$ cat src/rtl/mem_port_arbiter.sv
// mem_port_arbiter: shares one pulse-strobed memory port between fetch and data requesters
// with a starvation guard that forces fetch through after STARVE_LIMIT consecutive data wins.
module mem_port_arbiter #(
    parameter int WIDTH        = 8,
    parameter int STARVE_LIMIT = 2
) (
    input  logic             clock,
    input  logic             reset_n,
    input  logic             f_req,
    input  logic [WIDTH-1:0] f_addr,
    output logic             f_ack,
    output logic [WIDTH-1:0] f_rdata,
    input  logic             d_req,
    input  logic             d_we,
    input  logic [WIDTH-1:0] d_addr,
    input  logic [WIDTH-1:0] d_wdata,
    output logic             d_ack,
    output logic [WIDTH-1:0] d_rdata,
    output logic [WIDTH-1:0] address,
    output logic [WIDTH-1:0] to_mem,
    input  logic [WIDTH-1:0] from_mem,
    output logic             mem_clock,
    output logic             mem_write,
    output logic             busy,
    output logic             grant_data
);
    typedef enum logic [1:0] {IDLE, SETUP, STROBE, ACK} state_t;
    state_t     state;
    logic [3:0] sc;
    logic       pick_data;
    assign pick_data = d_req && (!f_req || sc < 4'(STARVE_LIMIT));
    assign busy      = state != IDLE;
    always_ff @(posedge clock or negedge reset_n) begin
        if (!reset_n) begin
            state      <= IDLE;
            sc         <= '0;
            f_ack      <= 1'b0;
            d_ack      <= 1'b0;
            f_rdata    <= '0;
            d_rdata    <= '0;
            address    <= '0;
            to_mem     <= '0;
            mem_clock  <= 1'b0;
            mem_write  <= 1'b0;
            grant_data <= 1'b0;
        end else begin
            f_ack <= 1'b0;
            d_ack <= 1'b0;
            case (state)
                IDLE, ACK: begin
                    if (f_req || d_req) begin
                        state      <= SETUP;
                        grant_data <= pick_data;
                        address    <= pick_data ? d_addr : f_addr;
                        to_mem     <= pick_data ? d_wdata : to_mem;
                        mem_write  <= pick_data && d_we;
                        // a data win with fetch waiting can only happen below the limit
                        sc         <= pick_data ? (f_req ? sc + 4'd1 : sc) : 4'd0;
                    end else begin
                        state <= IDLE;
                    end
                end
                SETUP: begin
                    state     <= STROBE;
                    mem_clock <= 1'b1;
                end
                STROBE: begin
                    state     <= ACK;
                    mem_clock <= 1'b0;
                    mem_write <= 1'b0;
                    if (!mem_write && grant_data) d_rdata <= from_mem;
                    if (!mem_write && !grant_data) f_rdata <= from_mem;
                    d_ack     <= grant_data;
                    f_ack     <= !grant_data;
                end
                default: state <= IDLE;
            endcase
        end
    end
endmodule

$ cat config.mk
export PLATFORM = sky130hd
export DESIGN_NAME = mem_port_arbiter
export DESIGN_NICKNAME = d
export VERILOG_FILES = /design/src/rtl/mem_port_arbiter.sv
export SDC_FILE = /design/constraint.sdc
export NUM_CORES = 1
export LEC_CHECK = 0
export ABC_CLOCK_PERIOD_IN_PS = 2800
export CELL_PAD_IN_SITES_DETAIL_PLACEMENT = 0
export CELL_PAD_IN_SITES_GLOBAL_PLACEMENT = 2
export CORE_UTILIZATION = 28
export DETAILED_ROUTE_END_ITERATION = 6
export HOLD_SLACK_MARGIN = 0.02
export PLACE_DENSITY = 0.91
export SLEW_MARGIN = 15
export SYNTH_ARGS = -nofsm -noshare
export SYNTH_HDL_FRONTEND = slang
export SYNTH_SLANG_ARGS = --single-unit
$ cat constraint.sdc
create_clock -name clock -period 2.8 [get_ports clock]
set_input_delay 0.42 -clock clock [delete_from_list [all_inputs] [get_ports clock]]
set_output_delay 0.42 -clock clock [all_outputs]
set_load 0.005 [all_outputs]
# After elaboration in Yosys (flattened, before gate mapping)
# Cells that the tools add are included.
# totals
regBits,43
# op_classes
addsub,1
magnitude_cmp,1
n_eq_ne,5
muxes,10
n_reduce_logical,20
# ops
cell,count
$mux W4,2
$mux W8,1
$reduce_and A2 Y1,4
$pmux W2 S3,1
$reduce_and A3 Y1,2
$reduce_bool A2 Y1,3
$add A4 B1 Y4 const B,1
$eq A2 B2 Y1 const B,2
$logic_and A1 B1 Y1,4
$lt A4 B2 Y1 const B,1
$mux W1,4
$ne A2 B2 Y1 const B,2
$pmux W1 S2,2
$logic_not A1 Y1,3
$eq A2 B1 Y1 const B,1
$logic_not A2 Y1,1
$logic_or A1 B1 Y1,2
$reduce_or A2 Y1,1

# Longest topological paths before layout
# depth
depth_word,6
ltp_mapped,7
mapped_depth_nobuf,5

# Least setup slack after synthesis
# No wires, ideal clock.
# synth_timing
path_type,reg-to-reg
from,register state[0]
to,register address[0]
t_arrival_ns,1.415
t_required_ns,2.713
setup_slack_ns,1.299
stages_incl_launch_ff,8
path_buffers,2
period_less_slack_ns,1.501
cell_sequence,dfrtp_1 inv_1 ha_1 o21ba_2 buf_4 buf_4 nand4_1 o211ai_1
# synth_between
elab_chain_cells,3
# synth_rtl
item,line,rtl
from (decl),28,state_t state;
from (signal assigned),35,state <= IDLE;
from (signal assigned),52,state <= SETUP;
from (signal assigned),60,state <= IDLE;
$eq A2 B2 Y1 / $logic_not A2 Y1 (equally long branches),49,case (state)
$reduce_or A2 Y1 *,49,
$reduce_and A2 Y1 (no line) *,--,
to (signal assigned),54,address <= pick_data ? d_addr : f_addr;
to (decl),19,"output logic [WIDTH-1:0] address,"
# Every way passes the cells marked *; elsewhere a longest branch is shown, timed or not.
# A chain may end at the register's enable or synchronous reset.

# Worst setup path after layout
# layout_timing
from,register state[0]
to,output port busy
# layout_between
elab_chain_cells,1
# layout_rtl
item,line,rtl
$reduce_bool A2 Y1,32,assign busy = state != IDLE;
to (decl),24,"output logic busy,"
# Every way passes these cells.

==> flow_summary_export.csv <==
group,metric,value,unit
global_route,track_usage,13.1,%
floorplan,dieArea,6780,um2
worst_setup_path,cpMaxStageDelayCell,"clkdlybuf4s50_1",
drt,drc_errors,0,
global_route,globalRouteOverflowTotal,0,
global_route,use_met3,3.08,%
power_and_ir_drop,pwr-share-comb,48.3,%
sta,finalCriticalPeriod,1.80,ns
sta,setup_violations,0,
sta,relSlewSlack,35.8,%
synthesis,synth_ff_type,"dfrtp_1",
layout,drive_gt1_share,16.2,%
synthesis,synth_area_leaders,"dfrtp_1, mux2_2, nand2_1",
floorplan,io_pins,75,
power_and_ir_drop,swShare,30.0,%
power_and_ir_drop,p_seq_share,36.3,%
synthesis,synthMuxAreaShare,15.5,%
clock_network,cts_root_buf,"clkbuf_8",
global_route,grt_pass1_vias,1457,
clock_network,cts_inserted_buffers,5,
global_route,gr-usage-met1,15.4,%
sta,finalHoldViolations,0,
sta,final_max_slew_viol_count,0,
global_route,grt_antenna_before_repair,0,
drt,drt-total-wl,4.03,mm
synthesis,syn-num-nets,181,
placed_design,numPortBuffers,74,
clock_network,clkTransAtPathRegs,0.08,ns
drt,avgRoutedWirePerCell,13.8,um
drt,num_vias,1339,
power_and_ir_drop,ir_worst_vdd,0.407,mV
layout,layout_commonest_cell,"clkdlybuf4s50_1",
sta,worst_pin_slew,0.963,ns
floorplan,coreArea,6060,um2
placed_design,place.gp.congestion,0.721,
global_route,grt_pass1_wl,6.60,mm
synthesis,synth_seq_cells,43,
clock_network,postCtsSetupRepairBufs,0,
clock_network,ctsResizeCount,0,
worst_setup_path,path_cells,"inv_1, ha_1, inv_1, clkdlybuf4s50_1",
layout,num_antenna_cells,0,
power_and_ir_drop,power_density,1090,nW/um2
synthesis,netlist_area,1810,um2
power_and_ir_drop,power.net_switching,0.000885,W
power_and_ir_drop,p_int,0.00207,W
worst_setup_path,path_delay_family,"buffers and inverters",
drt,dr.pass1.iters,4,
worst_setup_path,cp.arrival,1.38,ns
clock_network,cts_tree,"yes",
worst_setup_path,max_stage_delay,0.48,ns
clock_network,h-tree-depth,2,
drt,dr.first_iter.drc_count,64,
clock_network,cts_hold_buf,0,
floorplan,die_h,82.4,um
run_status,status,"finished clean",
sta,skew,0.00545,ns
layout,area_growth,49.5,%
drt,ant_nets,0,
synthesis,synth_edf_count,0,
synthesis,synth_seq_area_share,59.5,%
synthesis,synth_top_area_share,59.5,%
power_and_ir_drop,p_leak,1.13,nW
floorplan,die-width,82.4,um
global_route,grt_max_degree,44,
synthesis,synth-compound-area-share,7.27,%
sta,grt_setup_unrepaired,"false",
layout,final_nets,256,
synthesis,yosysTopAreaCell,"dfrtp_1",
power_and_ir_drop,p_total,0.00295,W
run,cap_viol_max_count,0,
synthesis,syn-mean-instance-area,12.8,um2
sta,tns,0,ns
synthesis,synth_top_family_by_area,"multiplexers",
drt,viasPerCell,4.60,
clock_network,clk_latency,0.29,ns
floorplan,start_util,29.8,%
worst_setup_path,cp.required,2.38,ns
synthesis,yosys.area_share.simple,12.2,%
sta,min_period_over_period,64.4,%
worst_setup_path,start_kind,"flop",
synthesis,synth_warnings,0,
worst_setup_path,path_max_fanout,2,
worst_setup_path,cp_common_cell,"inv_1",
worst_setup_path,crit_type,"reg2out",
clock_network,clockBufferDepth,2,
worst_setup_path,critPathBufInv,3,
synthesis,synthArstFlopShare,100,%
floorplan,rows,28,
synthesis,synth.distinct_cells,24,
worst_setup_path,end_kind,"output pin",
synthesis,synthAdderAreaFrac,2.08,%
power_and_ir_drop,clkPwrFrac,15.5,%
global_route,busiest_layer,"met2",
placed_design,dp.final_hpwl,2.97,mm
layout,layout_common_cells,"clkdlybuf4s50_1, dfrtp_1, mux2_2",
global_route,grtUsageMet2,23.2,%
worst_hold_path,hold_path_class,"in2async",
synthesis,synthCells,141,
synthesis,synth_xor_area_share,0,%
sta,fmax,0.555,GHz
clock_network,cts_sinks,43,
-- kinds of logic after synthesis --
logic type,Yosys count
multiplexers,25
AND/OR/NAND/NOR,42
adder cells (fa/ha/maj),3
AO/OA/AOI/OAI,16
flip-flops,43
buffers and inverters,12
-- cell usage after synthesis, types with 2 or more instances --
cell type  number
and2_1          4
buf_2           2
inv_1           5
o21ai_0         3
ha_1            3
mux2_2         24
o211ai_1        8
buf_4           4
dfrtp_1        43
nand4_1         9
nand2_1        23
-- path summary, 6_finish.rpt --
| check | slack, ns | cells after the start | startpoint | to |
|---|---|---|---|---|
| min in group clock | 0.51 | 1 | to_mem[5] | to_mem[5] |
| max in group asynchronous | 1.91 | 1 | reset_n | d_rdata[0] |
| min reg2reg | 0.51 | 1 | to_mem[5] | to_mem[5] |
| max | 1.0 | 4 | state[0] | busy |
| min | 0.27 | 1 | reset_n | address[5] |
| max reg2reg | 1.03 | 3 | sc[1] | address[3] |
-- per-stage QoR --
step	util [%]	cell area, um2	hold slack [ns]	setup slack, ns	instances
after floorplan	-	1810	0.124	1.30	141
after global placement	42.9	2600	0.487	0.725	284
after detailed placement	42.9	2600	0.492	0.737	284
after CTS	44.6	2700	0.313	0.969	291
after global routing	44.6	2700	0.356	0.841	291
final	44.6	2700	0.274	0.997	291
-- power by group through the flow --
stage	clock network, W	registers [W]	logic [W]
2_1_floorplan	0	0.00109	0.000703
3_3_place_gp	0	0.00108	0.00142
3_5_place_dp	0	0.00110	0.00145
6_report	0.000457	0.00107	0.00143
4_1_cts	0.000477	0.00108	0.00145
5_1_grt	0.000500	0.00112	0.00157
-- layer usage --
metal  share of wire (%)  routed length, um
met5                   0                  0
met3                 4.0                162
met2                  52               2090
met4                 1.2                 48
met1                  43               1730
-- cell type report --
type | instances | area [um2]
Sequential cell | 43 | 1080
Clock buffer | 6 | 72.6
Clock inverter | 1 | 30.0
Fill cell | 612 | 3360
Multi-Input combinational cell | 86 | 669
Inverter | 5 | 18.8
Tap cell | 75 | 93.8
Timing Repair Buffer | 75 | 743
-- registers in the layout (all words and copies together), names as in the netlist --
signal / cells
mem_clock: 1
f_rdata: 8
d_rdata: 8
to_mem: 8
f_ack: 1
address: 8
d_ack: 1
grant_data: 1
sc: 4
mem_write: 1
state: 2
Note: power is estimated with default switching activity, not from simulation.
